**config.mk**
```make
export PLATFORM = sky130hd
export DESIGN_NAME = mem_arbiter_flat
export DESIGN_NICKNAME = d
export VERILOG_FILES = /design/src/rtl/mem_arbiter_pkg.sv /design/src/rtl/mem_arbiter_if.sv /design/src/rtl/mem_arbiter_rr2.sv /design/src/rtl/mem_arbiter.sv /design/src/flat_wrapper.sv
export SDC_FILE = /design/constraint.sdc
export NUM_CORES = 1
export LEC_CHECK = 0
export BUFFER_PORTS_ARGS = -buffer_cell sky130_fd_sc_hd__buf_2
export CORE_MARGIN = 2
export CORE_UTILIZATION = 48
export CTS_CLUSTER_DIAMETER = 150
export CTS_CLUSTER_SIZE = 20
export DETAILED_ROUTE_END_ITERATION = 12
export GPL_TIMING_DRIVEN = 0
export PLACE_DENSITY = 0.95
export SETUP_SLACK_MARGIN = 0.15
export SYNTH_ARGS = -nofsm -noshare
export SYNTH_HDL_FRONTEND = slang
export SYNTH_SLANG_ARGS = --single-unit
```
**constraint.sdc**
```tcl
create_clock -name clock -period 4.72 [get_ports clock]
set_clock_uncertainty 0.1 [all_clocks]
set_input_delay 0.236 -clock clock [delete_from_list [all_inputs] [get_ports clock]]
set_output_delay 0.236 -clock clock [all_outputs]
set_load 0.05 [all_outputs]
```
**src/rtl/mem_arbiter_pkg.sv**
```systemverilog
// Shared definitions for the two-requester memory arbiter.
// Holds the FSM state encoding, the grant IDs used by the round-robin pointer,
// and the default wait limit for an outstanding memory access.
package mem_arbiter_pkg;

  // FSM state encoding
  localparam logic [1:0] ST_IDLE   = 2'd0;
  localparam logic [1:0] ST_BUSY_I = 2'd1;
  localparam logic [1:0] ST_BUSY_D = 2'd2;

  // Grant IDs; they double as bit positions in the 2-bit request/grant vectors
  localparam logic GRANT_I = 1'b0;
  localparam logic GRANT_D = 1'b1;

  // Default number of BUSY cycles to wait for mem_ack_in before giving up
  localparam int TIMEOUT_DEFAULT = 255;

  // Size code driven on the memory port for instruction fetches
  localparam logic [1:0] FETCH_SIZE = 2'b11;

endpackage

```
**src/rtl/mem_arbiter_if.sv**
```systemverilog
// Bundle of the requester and shared-memory-port signals of mem_arbiter.
// slave  : arbiter view (takes requests and mem_ack_in, drives acks and the memory command).
// master : environment view (requesters plus the memory model).
interface mem_arbiter_if #(
  parameter int ADDR_WIDTH = 32,
  parameter int DATA_WIDTH = 32
);
  // instruction-fetch requester
  logic                  i_req_in;
  logic [ADDR_WIDTH-1:0] i_addr_in;
  logic                  i_ack_out;
  logic [DATA_WIDTH-1:0] i_rdata_out;
  // data requester
  logic                  d_req_in;
  logic                  d_we_in;
  logic [1:0]            d_size_in;
  logic [ADDR_WIDTH-1:0] d_addr_in;
  logic [DATA_WIDTH-1:0] d_wdata_in;
  logic                  d_ack_out;
  logic [DATA_WIDTH-1:0] d_rdata_out;
  logic                  err_out;
  // shared memory port
  logic                  mem_req_out;
  logic                  mem_we_out;
  logic [1:0]            mem_size_out;
  logic [ADDR_WIDTH-1:0] mem_addr_out;
  logic [DATA_WIDTH-1:0] mem_wdata_out;
  logic                  mem_ack_in;
  logic [DATA_WIDTH-1:0] mem_rdata_in;

  modport slave (
    input  i_req_in, i_addr_in,
    input  d_req_in, d_we_in, d_size_in, d_addr_in, d_wdata_in,
    input  mem_ack_in, mem_rdata_in,
    output i_ack_out, i_rdata_out, d_ack_out, d_rdata_out, err_out,
    output mem_req_out, mem_we_out, mem_size_out, mem_addr_out, mem_wdata_out
  );

  modport master (
    output i_req_in, i_addr_in,
    output d_req_in, d_we_in, d_size_in, d_addr_in, d_wdata_in,
    output mem_ack_in, mem_rdata_in,
    input  i_ack_out, i_rdata_out, d_ack_out, d_rdata_out, err_out,
    input  mem_req_out, mem_we_out, mem_size_out, mem_addr_out, mem_wdata_out
  );
endinterface

```
**src/rtl/mem_arbiter_rr2.sv**
```systemverilog
// arb_rr2: combinational 2-way round-robin pick.
// Ports: req[1:0] (bit GRANT_I / GRANT_D), last_grant -> one-hot grant[1:0].
// Zero latency; a lone request always wins, a conflict goes to the one not served last.
module arb_rr2
  import mem_arbiter_pkg::*;
(
  input  logic [1:0] req,
  input  logic       last_grant,
  output logic [1:0] grant
);

  always_comb begin
    grant = req;
    if (req == 2'b11) begin
      grant = (last_grant == GRANT_I) ? 2'b10 : 2'b01;
    end
  end

endmodule

```
**src/rtl/mem_arbiter.sv**
```systemverilog
// mem_arbiter: shares one memory port between instruction-fetch and data requesters.
// Ports: clock, reset (sync, active-high), bus (mem_arbiter_if.slave: requester and memory signals).
// Latency: grant edge -> mem_req_out next cycle; mem_ack_in -> x_ack_out next cycle; one access at a time,
// other requester simply waits (level request) while BUSY; TIMEOUT wait cycles end the access with err_out.
module mem_arbiter
  import mem_arbiter_pkg::*;
#(
  parameter int ADDR_WIDTH = 32,
  parameter int DATA_WIDTH = 32,
  parameter int TIMEOUT    = TIMEOUT_DEFAULT
) (
  input logic          clock,
  input logic          reset,
  mem_arbiter_if.slave bus
);

  // the wait counter hits TIMEOUT on the edge that ends the access
  localparam logic [7:0] TIMEOUT_LAST = 8'(TIMEOUT - 1);

  logic [1:0]            state;
  logic                  last_grant;
  logic [7:0]            wait_cnt;
  logic [1:0]            req_masked;
  logic [1:0]            grant;

  logic                  i_ack_q;
  logic                  d_ack_q;
  logic                  err_q;
  logic [DATA_WIDTH-1:0] i_rdata_q;
  logic [DATA_WIDTH-1:0] d_rdata_q;
  logic                  mem_req_q;
  logic                  mem_we_q;
  logic [1:0]            mem_size_q;
  logic [ADDR_WIDTH-1:0] mem_addr_q;
  logic [DATA_WIDTH-1:0] mem_wdata_q;

  // A requester being acked this cycle still holds its level request; masking it
  // stops the same access being granted twice and lets the other side in.
  assign req_masked[GRANT_I] = bus.i_req_in & ~i_ack_q;
  assign req_masked[GRANT_D] = bus.d_req_in & ~d_ack_q;

  arb_rr2 u_rr2 (
    .req        (req_masked),
    .last_grant (last_grant),
    .grant      (grant)
  );

  always_ff @(posedge clock) begin
    if (reset) begin
      state       <= ST_IDLE;
      last_grant  <= GRANT_D;
      wait_cnt    <= '0;
      i_ack_q     <= 1'b0;
      d_ack_q     <= 1'b0;
      err_q       <= 1'b0;
      i_rdata_q   <= '0;
      d_rdata_q   <= '0;
      mem_req_q   <= 1'b0;
      mem_we_q    <= 1'b0;
      mem_size_q  <= '0;
      mem_addr_q  <= '0;
      mem_wdata_q <= '0;
    end else begin
      // ack pulses and read data last exactly one cycle
      i_ack_q   <= 1'b0;
      d_ack_q   <= 1'b0;
      err_q     <= 1'b0;
      i_rdata_q <= '0;
      d_rdata_q <= '0;

      case (state)
        ST_IDLE: begin
          // mem_ack_in is deliberately not looked at here
          if (grant[GRANT_I]) begin
            state       <= ST_BUSY_I;
            last_grant  <= GRANT_I;
            wait_cnt    <= '0;
            mem_req_q   <= 1'b1;
            mem_we_q    <= 1'b0;
            mem_size_q  <= FETCH_SIZE;
            mem_addr_q  <= bus.i_addr_in;
            mem_wdata_q <= '0;
          end else if (grant[GRANT_D]) begin
            state       <= ST_BUSY_D;
            last_grant  <= GRANT_D;
            wait_cnt    <= '0;
            mem_req_q   <= 1'b1;
            mem_we_q    <= bus.d_we_in;
            mem_size_q  <= bus.d_size_in;
            mem_addr_q  <= bus.d_addr_in;
            mem_wdata_q <= bus.d_wdata_in;
          end
        end

        ST_BUSY_I, ST_BUSY_D: begin
          // command registers are left untouched so the port stays stable
          if (bus.mem_ack_in) begin
            state     <= ST_IDLE;
            mem_req_q <= 1'b0;
            if (state == ST_BUSY_I) begin
              i_ack_q   <= 1'b1;
              i_rdata_q <= bus.mem_rdata_in;
            end else begin
              d_ack_q   <= 1'b1;
              d_rdata_q <= bus.mem_rdata_in;
            end
          end else if (wait_cnt == TIMEOUT_LAST) begin
            // give up: error ack with zero data
            state     <= ST_IDLE;
            mem_req_q <= 1'b0;
            wait_cnt  <= wait_cnt + 8'd1;
            err_q     <= 1'b1;
            if (state == ST_BUSY_I) begin
              i_ack_q <= 1'b1;
            end else begin
              d_ack_q <= 1'b1;
            end
          end else begin
            wait_cnt <= wait_cnt + 8'd1;
          end
        end

        default: begin
          state     <= ST_IDLE;
          mem_req_q <= 1'b0;
        end
      endcase
    end
  end

  assign bus.i_ack_out     = i_ack_q;
  assign bus.i_rdata_out   = i_rdata_q;
  assign bus.d_ack_out     = d_ack_q;
  assign bus.d_rdata_out   = d_rdata_q;
  assign bus.err_out       = err_q;
  assign bus.mem_req_out   = mem_req_q;
  assign bus.mem_we_out    = mem_we_q;
  assign bus.mem_size_out  = mem_size_q;
  assign bus.mem_addr_out  = mem_addr_q;
  assign bus.mem_wdata_out = mem_wdata_q;

endmodule
```
**src/flat_wrapper.sv**
```systemverilog
// flat-port wrapper written by rule: the top's interface ports become plain ports
module mem_arbiter_flat import mem_arbiter_pkg::*;
#(
  parameter int ADDR_WIDTH = 32,
  parameter int DATA_WIDTH = 32,
  parameter int TIMEOUT    = TIMEOUT_DEFAULT
)
  (clock, reset, bus_i_req_in, bus_i_addr_in, bus_d_req_in, bus_d_we_in, bus_d_size_in, bus_d_addr_in, bus_d_wdata_in, bus_mem_ack_in, bus_mem_rdata_in, bus_i_ack_out, bus_i_rdata_out, bus_d_ack_out, bus_d_rdata_out, bus_err_out, bus_mem_req_out, bus_mem_we_out, bus_mem_size_out, bus_mem_addr_out, bus_mem_wdata_out);
  mem_arbiter_if #(.ADDR_WIDTH(ADDR_WIDTH), .DATA_WIDTH(DATA_WIDTH)) bus_i ();
  input logic clock;
  input logic reset;
  input wire logic [$bits(bus_i.i_req_in)-1:0] bus_i_req_in;
  input wire logic [$bits(bus_i.i_addr_in)-1:0] bus_i_addr_in;
  input wire logic [$bits(bus_i.d_req_in)-1:0] bus_d_req_in;
  input wire logic [$bits(bus_i.d_we_in)-1:0] bus_d_we_in;
  input wire logic [$bits(bus_i.d_size_in)-1:0] bus_d_size_in;
  input wire logic [$bits(bus_i.d_addr_in)-1:0] bus_d_addr_in;
  input wire logic [$bits(bus_i.d_wdata_in)-1:0] bus_d_wdata_in;
  input wire logic [$bits(bus_i.mem_ack_in)-1:0] bus_mem_ack_in;
  input wire logic [$bits(bus_i.mem_rdata_in)-1:0] bus_mem_rdata_in;
  output wire logic [$bits(bus_i.i_ack_out)-1:0] bus_i_ack_out;
  output wire logic [$bits(bus_i.i_rdata_out)-1:0] bus_i_rdata_out;
  output wire logic [$bits(bus_i.d_ack_out)-1:0] bus_d_ack_out;
  output wire logic [$bits(bus_i.d_rdata_out)-1:0] bus_d_rdata_out;
  output wire logic [$bits(bus_i.err_out)-1:0] bus_err_out;
  output wire logic [$bits(bus_i.mem_req_out)-1:0] bus_mem_req_out;
  output wire logic [$bits(bus_i.mem_we_out)-1:0] bus_mem_we_out;
  output wire logic [$bits(bus_i.mem_size_out)-1:0] bus_mem_size_out;
  output wire logic [$bits(bus_i.mem_addr_out)-1:0] bus_mem_addr_out;
  output wire logic [$bits(bus_i.mem_wdata_out)-1:0] bus_mem_wdata_out;
  assign bus_i.i_req_in = bus_i_req_in;
  assign bus_i.i_addr_in = bus_i_addr_in;
  assign bus_i.d_req_in = bus_d_req_in;
  assign bus_i.d_we_in = bus_d_we_in;
  assign bus_i.d_size_in = bus_d_size_in;
  assign bus_i.d_addr_in = bus_d_addr_in;
  assign bus_i.d_wdata_in = bus_d_wdata_in;
  assign bus_i.mem_ack_in = bus_mem_ack_in;
  assign bus_i.mem_rdata_in = bus_mem_rdata_in;
  assign bus_i_ack_out = bus_i.i_ack_out;
  assign bus_i_rdata_out = bus_i.i_rdata_out;
  assign bus_d_ack_out = bus_i.d_ack_out;
  assign bus_d_rdata_out = bus_i.d_rdata_out;
  assign bus_err_out = bus_i.err_out;
  assign bus_mem_req_out = bus_i.mem_req_out;
  assign bus_mem_we_out = bus_i.mem_we_out;
  assign bus_mem_size_out = bus_i.mem_size_out;
  assign bus_mem_addr_out = bus_i.mem_addr_out;
  assign bus_mem_wdata_out = bus_i.mem_wdata_out;
  mem_arbiter #(.ADDR_WIDTH(ADDR_WIDTH), .DATA_WIDTH(DATA_WIDTH), .TIMEOUT(TIMEOUT)) u_core (.clock(clock), .reset(reset), .bus(bus_i));
endmodule
```
==> summary.txt <==
H-Tree Depth - 4
RSZ-0062 raised after global routing - false
post-synth top area cell - dfxtp_1
worst r2r path cells - 8
initial antenna violation count - 2
drt pass-1 iters - 4
vias in the first global route - 5763
Register Area - 0.00292 sq mm
WP data arrival - 2.72 ns
Final Util - 82.7%
Mapped Cells - 482
Max Cap Viol - 0
Critical R2R Launch - u_core.bus.i_ack_out
Tot Pwr - 3.67 mW
post-CTS setup buffers - 0
area share of the largest cell type after synthesis - 58.3%
clk_lat worst skew - 0.51 ns
fin nets - 1045
post-place setup slack - 2.66 ns
DRC - 0
Vias - 5495
prevailing post-synth register cell - dfxtp_1
WHS Endpoint - u_core.bus.i_ack_out
WL per Instance - 18.2 um
commonest non-fill, non-tap cell in the layout - buf_2
Peak Freq - 409 MHz
Area Growth Syn to Fin - 68.8%
CTS buffer count - 17
first-pass GRT wire length - 29100 um
gr usage total - 33.7%
run status - complete, no violations
Net Sw Frac - 36.3%
placed instance area - 0.00654 sq mm
clk slew on worst S/H paths - 0.08 ns
synth unique cells - 41
Worst R2R Setup Slack - 2.28 ns
die span in y - 106 um
IO buf count - 270
most frequent cells in the layout - buf_2, dfxtp_1, dlygate4sd3_1, and2_1, a21oi_1
r2r endpoint - u_core.bus.mem_addr_out[18]
CTS tree - yes
CP max FO - 10
combinational power share - 25.8%
Die X - 106 um
Starting DRT DRC Count - 272
Hold Path Class - input pin to flop
Hold Slack - 0.0976 ns
cell area after layout - 0.00847 sq mm
dominant cells by area after synthesis - dfxtp_1, and2_1, mux2i_1
die area - 0.0113 sq mm
Worst Path Required - 4.99 ns
fraction of layout cells with a size suffix above 1 - 35.6%
placed insts - 888
CP Class - flop to flop
Worst Hold Path Cells - 4
Clk Tree Root Cell - clkbuf_8
Worst Tran Pin Value - 0.628 ns
Sink Count - 146
Syn Area/Cell - 10.4 sq um
Mapped Area - 0.00501 sq mm
Top Ports - 271
async set or reset register ratio after synthesis - 0%
Post-synth EDFFs - 0
Synthesis Warnings - 0
Peak VDD IR - 0.259 mV
Final ANT Viol Nets - 0
final wirelength - 19200 um
DR vias/cell - 5.21
final worst setup slack - 2.28 ns
CTS resizes - 0
Final Slew Violations - 0
Clock Power Share - 36.4%
Switch Pwr - 1.33 mW
# fillers - 534
Startpoint Class - flop
area of the multi-input gates - 0.00191 sq mm
Tmin final - 2.44 ns
Initial Util - 49.0%
row count - 37
Min-Delay Startpoint - reset
Yosys reg bits - 146
core area - 0.0102 sq mm
Setup crit end kind - flop
RePlAce Congestion - 0.800
Int Power - 2.34 mW
non-filler instance count after layout - 1054
P_leak - 4.10 nW
Pwr per Cell Area - 433 mW/mm^2
relative slew slack - 57.9%
Post-DP HPWL - 10200 um
Seq/Total Area, Yosys - 58.3%
largest net degree at the start of global routing - 19
final setup fails - 0
GRT overflow - 0
clk buf depth - 2
Seq pwr share - 37.7%
setup_tns - 0 ns
Fin. Hold Viols - 0
final period utilization - 51.8%
syn nets - 624
[cell families (layout without fill, tap and decap cells)]
kind of cell | count (synthesis) | in the layout | share of synthesized area (%)
compound gates | 127 | 127 | 15.7
xor+xnor | 1 | 1 | 0.175
simple gates | 131 | 131 | 14.3
buf+inv | 39 | 473 | 3.62
flops | 146 | 146 | 58.3
fa+ha+maj | 6 | 6 | 1.50
other cells | 0 | 2 | 0
mux | 32 | 32 | 6.39
[repair_timing]
action,4_1_cts,5_1_grt
endpoints found under the hold margin,132,0
hold buffers,132,0
setup endpoints to repair,0,0
[how the worst max path moves through the flow]
stage	start	endpoint	slack (ns)	cells past startpoint
floorplan	u_core.state[0]	u_core.wait_cnt[5]	2.77	7
global placement	u_core.state[0]	u_core.bus.d_rdata_out[18]	2.68	6
detailed placement	u_core.state[0]	u_core.wait_cnt[5]	2.66	7
CTS	u_core.bus.i_ack_out	u_core.bus.mem_addr_out[16]	2.45	8
global route	u_core.bus.i_ack_out	u_core.bus.mem_addr_out[18]	2.22	8
finish	u_core.bus.i_ack_out	u_core.bus.mem_addr_out[18]	2.28	8
[synth_stat cells (2+ instances only)]
cell type  number
buf_4           5
o21ai_0        36
or4_1           2
a21oi_2         2
o32ai_1         2
nor2_1         37
o31ai_2         2
dfxtp_1       146
o31ai_1         3
a21oi_1        39
clkbuf_1       20
ha_1            6
mux2i_1        32
nor3_1          4
buf_2           7
nand3_1         3
a22oi_1        33
and2_1         64
o21a_1          2
a21o_1          2
or3_1           2
nand2_1         9
inv_1           6
[state kept, by name, summed over array words and instances (netlist names)]
register,count
u_core.bus.d_rdata_out,32
u_core.bus.i_rdata_out,32
u_core.bus.mem_addr_out,32
u_core.bus.mem_wdata_out,32
u_core.wait_cnt,8
u_core.bus.mem_size_out,2
u_core.state,2
u_core.bus.d_ack_out,1
u_core.bus.err_out,1
u_core.bus.i_ack_out,1
u_core.bus.mem_req_out,1
u_core.bus.mem_we_out,1
u_core.last_grant,1
[cell type report]
class / instances / share of cell area (%)
clock buffers: 17 / 4.89
inverters: 6 / 0.266
diodes: 2 / 0.0591
clock inverters: 15 / 2.23
well taps: 136 / 2.01
plain buffers: 33 / 1.88
flip-flops and latches: 146 / 34.5
repair buffers: 402 / 31.6
multi-input cells: 297 / 22.6
[power by group through the flow]
| stage | Sequential, mW | Combinational, mW | Clock, mW |
|---|---|---|---|
| final | 1.38 | 0.947 | 1.34 |
| after global placement | 1.40 | 0.789 | 0 |
| after global routing | 1.39 | 0.993 | 1.40 |
| after floorplan | 1.72 | 0.256 | 0 |
| after CTS | 1.38 | 0.907 | 1.33 |
| after detailed placement | 1.40 | 0.803 | 0 |
[critical path: stages (launching register included)]
cell	delay (ns)
dfxtp_1	0.34
nor2b_2	0.12
buf_4	0.17
o21a_1	0.13
buf_4	0.19
buf_4	0.25
mux2i_1	0.28
dlygate4sd3_1	0.64
a21oi_1	0.08
[layer usage]
metal | GRT usage [%] | vias up | wire (um) | part of all wire, %
li1 | - | 2514 | - | -
met1 | 33.3 | 2513 | 6650 | 35
met2 | 60.3 | 370 | 9660 | 50
met3 | 9.32 | 98 | 1590 | 8.3
met4 | 23.8 | 0 | 1290 | 6.7
met5 | 0 | - | 0 | 0
Power figures use the tool's default switching activity.
